File: config.mk
export PLATFORM = sky130hd
export DESIGN_NAME = tone_gen_flat
export DESIGN_NICKNAME = d
export VERILOG_FILES = /design/src/rtl/tone_gen_if.sv /design/src/rtl/tone_gen.sv /design/src/flat_wrapper.sv
export SDC_FILE = /design/constraint.sdc
export NUM_CORES = 1
export LEC_CHECK = 0
export ABC_AREA = 1
export CAP_MARGIN = 20
export CORE_ASPECT_RATIO = 0.75
export CORE_MARGIN = 1
export CORE_UTILIZATION = 55
export DETAILED_ROUTE_END_ITERATION = 16
export HOLD_SLACK_MARGIN = 0.06
export PLACE_DENSITY = 0.79
export SLEW_MARGIN = 10
export SYNTH_ARGS = -nofsm -noshare
export SYNTH_HDL_FRONTEND = slang
export SYNTH_SLANG_ARGS = --single-unit
File: constraint.sdc
create_clock -name clk -period 4.7 [get_ports clk]
set_clock_uncertainty 0.1 [all_clocks]
set_input_delay 0.94 -clock clk [delete_from_list [all_inputs] [get_ports clk]]
set_output_delay 0.94 -clock clk [all_outputs]
set_load 0.02 [all_outputs]
File: src/rtl/tone_gen_if.sv
// Control and sample bus between the note controller and the tone generator.
interface tone_gen_if #(
    parameter int unsigned N  = 8,
    parameter int unsigned PW = 16
);
    logic          gate;
    logic [1:0]    wave_sel;
    logic [PW-1:0] freq;
    logic [N-1:0]  att_step;
    logic [N-1:0]  rel_step;
    logic [N-1:0]  sample;
    logic          sample_valid;
    logic          active;

    // Controller side: drives note controls, receives samples.
    modport master (
        output gate, wave_sel, freq, att_step, rel_step,
        input  sample, sample_valid, active
    );

    // Generator side.
    modport slave (
        input  gate, wave_sel, freq, att_step, rel_step,
        output sample, sample_valid, active
    );
endinterface

File: src/rtl/tone_gen.sv
// Tone generator: one enveloped oscillator sample per 2^N-clock PWM period.
// Pipeline: phase accumulator / LFSR -> gated AR envelope -> wave*env scaling.
// N must match the DAC width, PW must exceed N, and N must not exceed 16.
module tone_gen #(
    parameter int unsigned N  = 8,
    parameter int unsigned PW = 16
) (
    input  logic       clk,
    input  logic       reset,
    tone_gen_if.slave  bus
);
    localparam int unsigned LW         = 16;
    localparam int unsigned NW         = 2 * N;
    localparam logic [LW-1:0] LFSR_SEED = 16'hACE1;
    localparam logic [N-1:0]  ENV_MAX   = '1;

    localparam logic [1:0] S_IDLE    = 2'd0;
    localparam logic [1:0] S_ATTACK  = 2'd1;
    localparam logic [1:0] S_SUSTAIN = 2'd2;
    localparam logic [1:0] S_RELEASE = 2'd3;

    logic [N-1:0]  div_ctr_q, div_ctr_d;
    logic [PW-1:0] phase_q, phase_d;
    logic [LW-1:0] lfsr_q, lfsr_d;
    logic [N-1:0]  env_q, env_d;
    logic [1:0]    state_q, state_d;
    logic [1:0]    wsel_q, wsel_d;
    logic          active_q, active_d;
    logic          upd_q, upd_d;
    logic [N-1:0]  sample_q, sample_d;
    logic          sample_valid_q, sample_valid_d;

    logic          tick_c;
    logic          phase_clr_c;
    logic [N:0]    sum_c;
    logic [N:0]    diff_c;
    logic [N-1:0]  p_c;
    logic [N-1:0]  q_c;
    logic [N-1:0]  wave_c;

    assign tick_c = (div_ctr_q == ENV_MAX);

    // Envelope FSM: next state, next envelope level and phase-restart request.
    always_comb begin
        state_d     = state_q;
        env_d       = env_q;
        phase_clr_c = 1'b0;
        sum_c       = {1'b0, env_q} + {1'b0, bus.att_step};
        diff_c      = {1'b0, env_q} - {1'b0, bus.rel_step};
        if (tick_c) begin
            case (state_q)
                S_IDLE: begin
                    env_d = '0;
                    if (bus.gate) begin
                        state_d     = S_ATTACK;
                        phase_clr_c = 1'b1;
                    end
                end
                S_ATTACK: begin
                    if (!bus.gate) begin
                        state_d = S_RELEASE;
                    end else if ((bus.att_step == '0) || sum_c[N] || (sum_c[N-1:0] == ENV_MAX)) begin
                        env_d   = ENV_MAX;
                        state_d = S_SUSTAIN;
                    end else begin
                        env_d = sum_c[N-1:0];
                    end
                end
                S_SUSTAIN: begin
                    env_d = ENV_MAX;
                    if (!bus.gate) begin
                        state_d = S_RELEASE;
                    end
                end
                S_RELEASE: begin
                    if (bus.gate) begin
                        state_d = S_ATTACK;
                    end else if ((bus.rel_step == '0) || diff_c[N] || (diff_c[N-1:0] == '0)) begin
                        env_d   = '0;
                        state_d = S_IDLE;
                    end else begin
                        env_d = diff_c[N-1:0];
                    end
                end
                default: begin
                    env_d   = '0;
                    state_d = S_IDLE;
                end
            endcase
        end
    end

    // Oscillator waveform from the phase snapshot and waveform latched at the last tick.
    always_comb begin
        p_c    = phase_q[PW-1 -: N];
        q_c    = {p_c[N-2:0], 1'b0};
        wave_c = '0;
        case (wsel_q)
            2'b00:   wave_c = p_c[N-1] ? ENV_MAX : '0;
            2'b01:   wave_c = p_c;
            2'b10:   wave_c = p_c[N-1] ? ~q_c : q_c;
            default: wave_c = lfsr_q[LW-1 -: N];
        endcase
    end

    // Tick divider, per-tick oscillator state, and one-cycle-late output scaling.
    always_comb begin
        div_ctr_d      = div_ctr_q + N'(1);
        phase_d        = phase_q;
        lfsr_d         = lfsr_q;
        wsel_d         = wsel_q;
        active_d       = active_q;
        upd_d          = tick_c;
        sample_d       = sample_q;
        sample_valid_d = upd_q;
        if (tick_c) begin
            phase_d  = phase_clr_c ? '0 : (phase_q + bus.freq);
            lfsr_d   = {lfsr_q[LW-2:0], lfsr_q[15] ^ lfsr_q[13] ^ lfsr_q[12] ^ lfsr_q[10]};
            wsel_d   = bus.wave_sel;
            active_d = (state_d != S_IDLE);
        end
        if (upd_q) begin
            sample_d = N'((NW'(wave_c) * NW'(env_q)) >> N);
        end
    end

    // State registers; reset aborts any note immediately.
    always_ff @(posedge clk or negedge reset) begin
        if (!reset) begin
            div_ctr_q      <= '0;
            phase_q        <= '0;
            lfsr_q         <= LFSR_SEED;
            env_q          <= '0;
            state_q        <= S_IDLE;
            wsel_q         <= 2'b00;
            active_q       <= 1'b0;
            upd_q          <= 1'b0;
            sample_q       <= '0;
            sample_valid_q <= 1'b0;
        end else begin
            div_ctr_q      <= div_ctr_d;
            phase_q        <= phase_d;
            lfsr_q         <= lfsr_d;
            env_q          <= env_d;
            state_q        <= state_d;
            wsel_q         <= wsel_d;
            active_q       <= active_d;
            upd_q          <= upd_d;
            sample_q       <= sample_d;
            sample_valid_q <= sample_valid_d;
        end
    end

    assign bus.sample       = sample_q;
    assign bus.sample_valid = sample_valid_q;
    assign bus.active       = active_q;
endmodule

File: src/flat_wrapper.sv
// flat-port wrapper written by rule: the top's interface ports become plain ports
module tone_gen_flat 
#(
    parameter int unsigned N  = 8,
    parameter int unsigned PW = 16
)
  (clk, reset, bus_gate, bus_wave_sel, bus_freq, bus_att_step, bus_rel_step, bus_sample, bus_sample_valid, bus_active);
  tone_gen_if #(.N(N), .PW(PW)) bus_i ();
  input  logic clk;
  input  logic reset;
  input wire logic [$bits(bus_i.gate)-1:0] bus_gate;
  input wire logic [$bits(bus_i.wave_sel)-1:0] bus_wave_sel;
  input wire logic [$bits(bus_i.freq)-1:0] bus_freq;
  input wire logic [$bits(bus_i.att_step)-1:0] bus_att_step;
  input wire logic [$bits(bus_i.rel_step)-1:0] bus_rel_step;
  output wire logic [$bits(bus_i.sample)-1:0] bus_sample;
  output wire logic [$bits(bus_i.sample_valid)-1:0] bus_sample_valid;
  output wire logic [$bits(bus_i.active)-1:0] bus_active;
  assign bus_i.gate = bus_gate;
  assign bus_i.wave_sel = bus_wave_sel;
  assign bus_i.freq = bus_freq;
  assign bus_i.att_step = bus_att_step;
  assign bus_i.rel_step = bus_rel_step;
  assign bus_sample = bus_i.sample;
  assign bus_sample_valid = bus_i.sample_valid;
  assign bus_active = bus_i.active;
  tone_gen #(.N(N), .PW(PW)) u_core (.clk(clk), .reset(reset), .bus(bus_i));
endmodule
==> results <==
-- power by group --
part           total [mW]  internal [mW]  leakage, nW  switching, mW
clock network       0.679          0.417        0.143          0.262
registers           0.551          0.546        0.743        0.00419
logic               0.243         0.0973         3.37          0.145
-- worst register-to-register path, stage by stage, from the launching register on --
cell      delay [ns]
dfrtp_1         0.39
inv_2           0.11
nand2_4         0.11
a21oi_1         0.18
o21ai_1         0.10
o211ai_1        0.13
o21ai_2         0.14
buf_4           0.17
nor2_2          0.10
fa_1            0.43
fa_1            0.56
inv_1           0.08
fa_1            0.55
inv_1           0.08
ha_4            0.25
ha_4            0.25
nand2_1         0.06
nand2_1         0.09
a21oi_1         0.19
o21ai_0         0.18
a21oi_1         0.25
nand2_1         0.10
nand2_1         0.08
nand3_1         0.08
nand2_1         0.08
-- cells in the final DEF (no fill, tap or decap), types with 5 or more instances in the layout --
master	synthesis	final
nand2_1	235	226
dfstp_2	8	8
nand4_1	12	12
nor2_1	110	95
clkbuf_16	0	9
ha_4	0	8
clkdlybuf4s50_1	0	45
nor3_1	8	6
fa_1	38	37
nor2_2	2	11
a21oi_1	39	33
nand3_1	60	56
inv_1	135	125
xnor2_1	12	9
nand3_2	2	5
ha_1	65	57
buf_6	0	8
o21ai_1	6	8
dfrtp_1	55	54
buf_4	0	56
nand2_4	0	5
xor2_1	6	6
or2_2	9	6
nand2_2	4	7
nor2_4	1	7
o21ai_0	42	34
o21ai_2	1	5
inv_2	2	11
-- flip-flops by register name, indices dropped and copies added, names as in the netlist --
name	flops
u_core.div_ctr_q	8
u_core.lfsr_q	16
u_core.bus.sample	8
u_core.sample_valid_d	1
u_core.state_q	2
u_core.bus.sample_valid	1
u_core.env_q	8
u_core.phase_q	16
u_core.bus.active	1
u_core.wsel_q	2
-- worst max path at each step --
stage                             from              endpoint  slack (ns)  cells after the start
finish                u_core.wsel_q[0]  u_core.bus.sample[6]       -0.17                     24
global route          u_core.wsel_q[0]  u_core.bus.sample[6]       -0.33                     24
CTS                 u_core.phase_q[15]  u_core.bus.sample[4]       -0.03                     22
detailed placement    u_core.wsel_q[0]  u_core.bus.sample[5]       -0.22                     21
global placement      u_core.wsel_q[0]  u_core.bus.sample[3]       -0.15                     24
floorplan             u_core.wsel_q[0]  u_core.bus.sample[5]       0.003                     21
-- per-layer routing --
| layer | global-route usage | wire length [um] | up-vias | share of wire |
|---|---|---|---|---|
| li1 | - | - | 3092 | - |
| met1 | 0.424 | 8360 | 3015 | 0.48 |
| met2 | 0.458 | 7920 | 226 | 0.45 |
| met3 | 0.0370 | 1060 | 21 | 0.061 |
| met4 | 0.0625 | 204 | 0 | 0.012 |
| met5 | 0 | 0 | - | 0 |
-- cells in the mapped netlist (all sizes together), types with 8 or more instances --
cell   instances  share of area
ha            65           0.13
a21oi         39          0.030
dfrtp         55           0.21
o21ai         50          0.041
dfstp          8          0.033
nor3           9         0.0078
nor2         113          0.068
fa            38           0.12
nand3         63          0.053
nand2        239           0.14
nand4         12          0.012
or2            9         0.0088
inv          137          0.080
xnor2         12          0.016
-- timing repair --
action,CTS,global route
buffers inserted,2,9
cloned,0,0
endpoints found under the setup margin,8,8
pin swaps,14,43
gates resized for setup,36,74
-- kinds of logic (layout without fill, tap and decap cells) --
logic type	after synthesis	in the layout	synth area share
and+or+nand+nor	450	450	0.297
buffers and inverters	147	266	0.0865
AOI/OAI and AO/OA	112	112	0.0994
adders and majority gates	103	103	0.246
DFF	63	63	0.248
xor gates and xnor gates	18	18	0.0246
-- layout make-up --
type                    count  area share
inverters                 139      0.0634
multi-input cells         683       0.567
clock inverters             7     0.00968
flip-flops and latches     63       0.192
clock buffers               9      0.0272
repair buffers            111       0.119
well taps                 140      0.0212
-- per-stage QoR --
step	hold slack, ns	setup slack, ns	cell area [sq um]
global route	0.372	-0.334	8270
finish	0.344	-0.166	8270
global placement	0.341	-0.146	7420
CTS	0.350	-0.0252	7880
detailed placement	0.344	-0.223	7420
floorplan	0.249	0.00298	6410
==> metrics <==
Setup TNS -0.166 ns; Hold Buf Count CTS 0; Slew HR 0.565; n_diodes 0; delay-heaviest family, CP adder cells; Avg WL per Cell 15.2 um; I/O pin total 47; hold endpoint u_core.div_ctr_q[0]; CP Cell Sequence inv_2 -> nand2_4 -> a21oi_1 -> o21ai_1 -> o211ai_1 -> o21ai_2 -> buf_4 -> nor2_2 -> fa_1 -> fa_1 -> inv_1 -> fa_1 -> inv_1 -> ha_4 -> ha_4 -> nand2_1 -> nand2_1 -> a21oi_1 -> o21ai_0 -> a21oi_1 -> nand2_1 -> nand2_1 -> nand3_1 -> nand2_1; fin crit share 1.04; Yosys warning count 0; fraction of layout cells with a size suffix above 1 0.182; # clock sinks 63; total power 1.47 mW; Max-Cap Viols 0; Overflow after GRT 0; Reg2Reg Depth 24; CP Class reg2reg; first-pass GRT wire length 27,600 um; area grow syn2layout 29.1%; most frequent CP cell nand2_1; CTS Buffer Depth 2; Worst-path clk slew 0.06 ns; H-tree depth 3; Final Setup Violations 1; Layout fillers 778; Die X 127 um; Core Util, Final 0.742; ys flop type dfrtp_1; Seq cells post-synth 63; Root Buffer clkbuf_16; vias in the first global route 5,966; initial antenna violation count 0; crit-path max FO 7; fin crit period 4.87 ns; worst hold path depth 1; asr flop ratio synth 1.00; CP required 4.87 ns; Post-route DRC 0; Post-Place Cells 1,125; Slew @ Worst Pin 0.653 ns; CP max stage delay 0.56 ns; port bufs 46; setup ws final -0.166 ns; peak supply drop 0.261 mV; Power Dens Cells 178 mW/mm^2; Vias/cell 5.52; mapped cell area 0.00641 sq mm; Synth Area per Inst 7.18 sq um; status complete, but fails checks; Worst EP arrival 5.04 ns; Seq/Total Area, Yosys 0.248; violated checks negative setup slack; Final nets 1,147; Die Area 0.0121 sq mm; HP Class reg2reg; Starting DRT DRC Count 529; cell count after synthesis 893; Final ANT Viol Nets 0; via count 6,354; CP Capture Type register; slowest CP cell fa_1; Total GRT Usage 0.289; Placement Rows 33; gp weighted congestion 0.950; Die H 95.5 um; Post-DP HPWL 12,400 um; R2R Path End u_core.bus.sample[6]; Initial Utilization 0.575; final WL 17,500 um; worst skew pair latency 0.33 ns; CORE AREA 0.0111 sq mm; reg-to-reg setup timing slack -0.17 ns; final hold vios 0; fmax 205 MHz; Synthesized Nets 1,033; Synth cell types 44; largest net degree at the start of global routing 37; worst path bufs/invs 4; CTS Buf Count 9; Post-Layout Cell Count 1,152; Post-synth EDFFs 0; critical path startpoint category register; worst reg2reg startpoint u_core.wsel_q[0]; Max Transition Viols Final 0; multi-input logic area 0.00469 sq mm; first-pass iteration count of the detailed router 5; RSZ-0062 raised after global routing true; Leak 4.25 nW; CTS tree done; register area 0.00159 sq mm; Hold Crit Start u_core.div_ctr_q[0]
(Power assumes the default switching activity.)
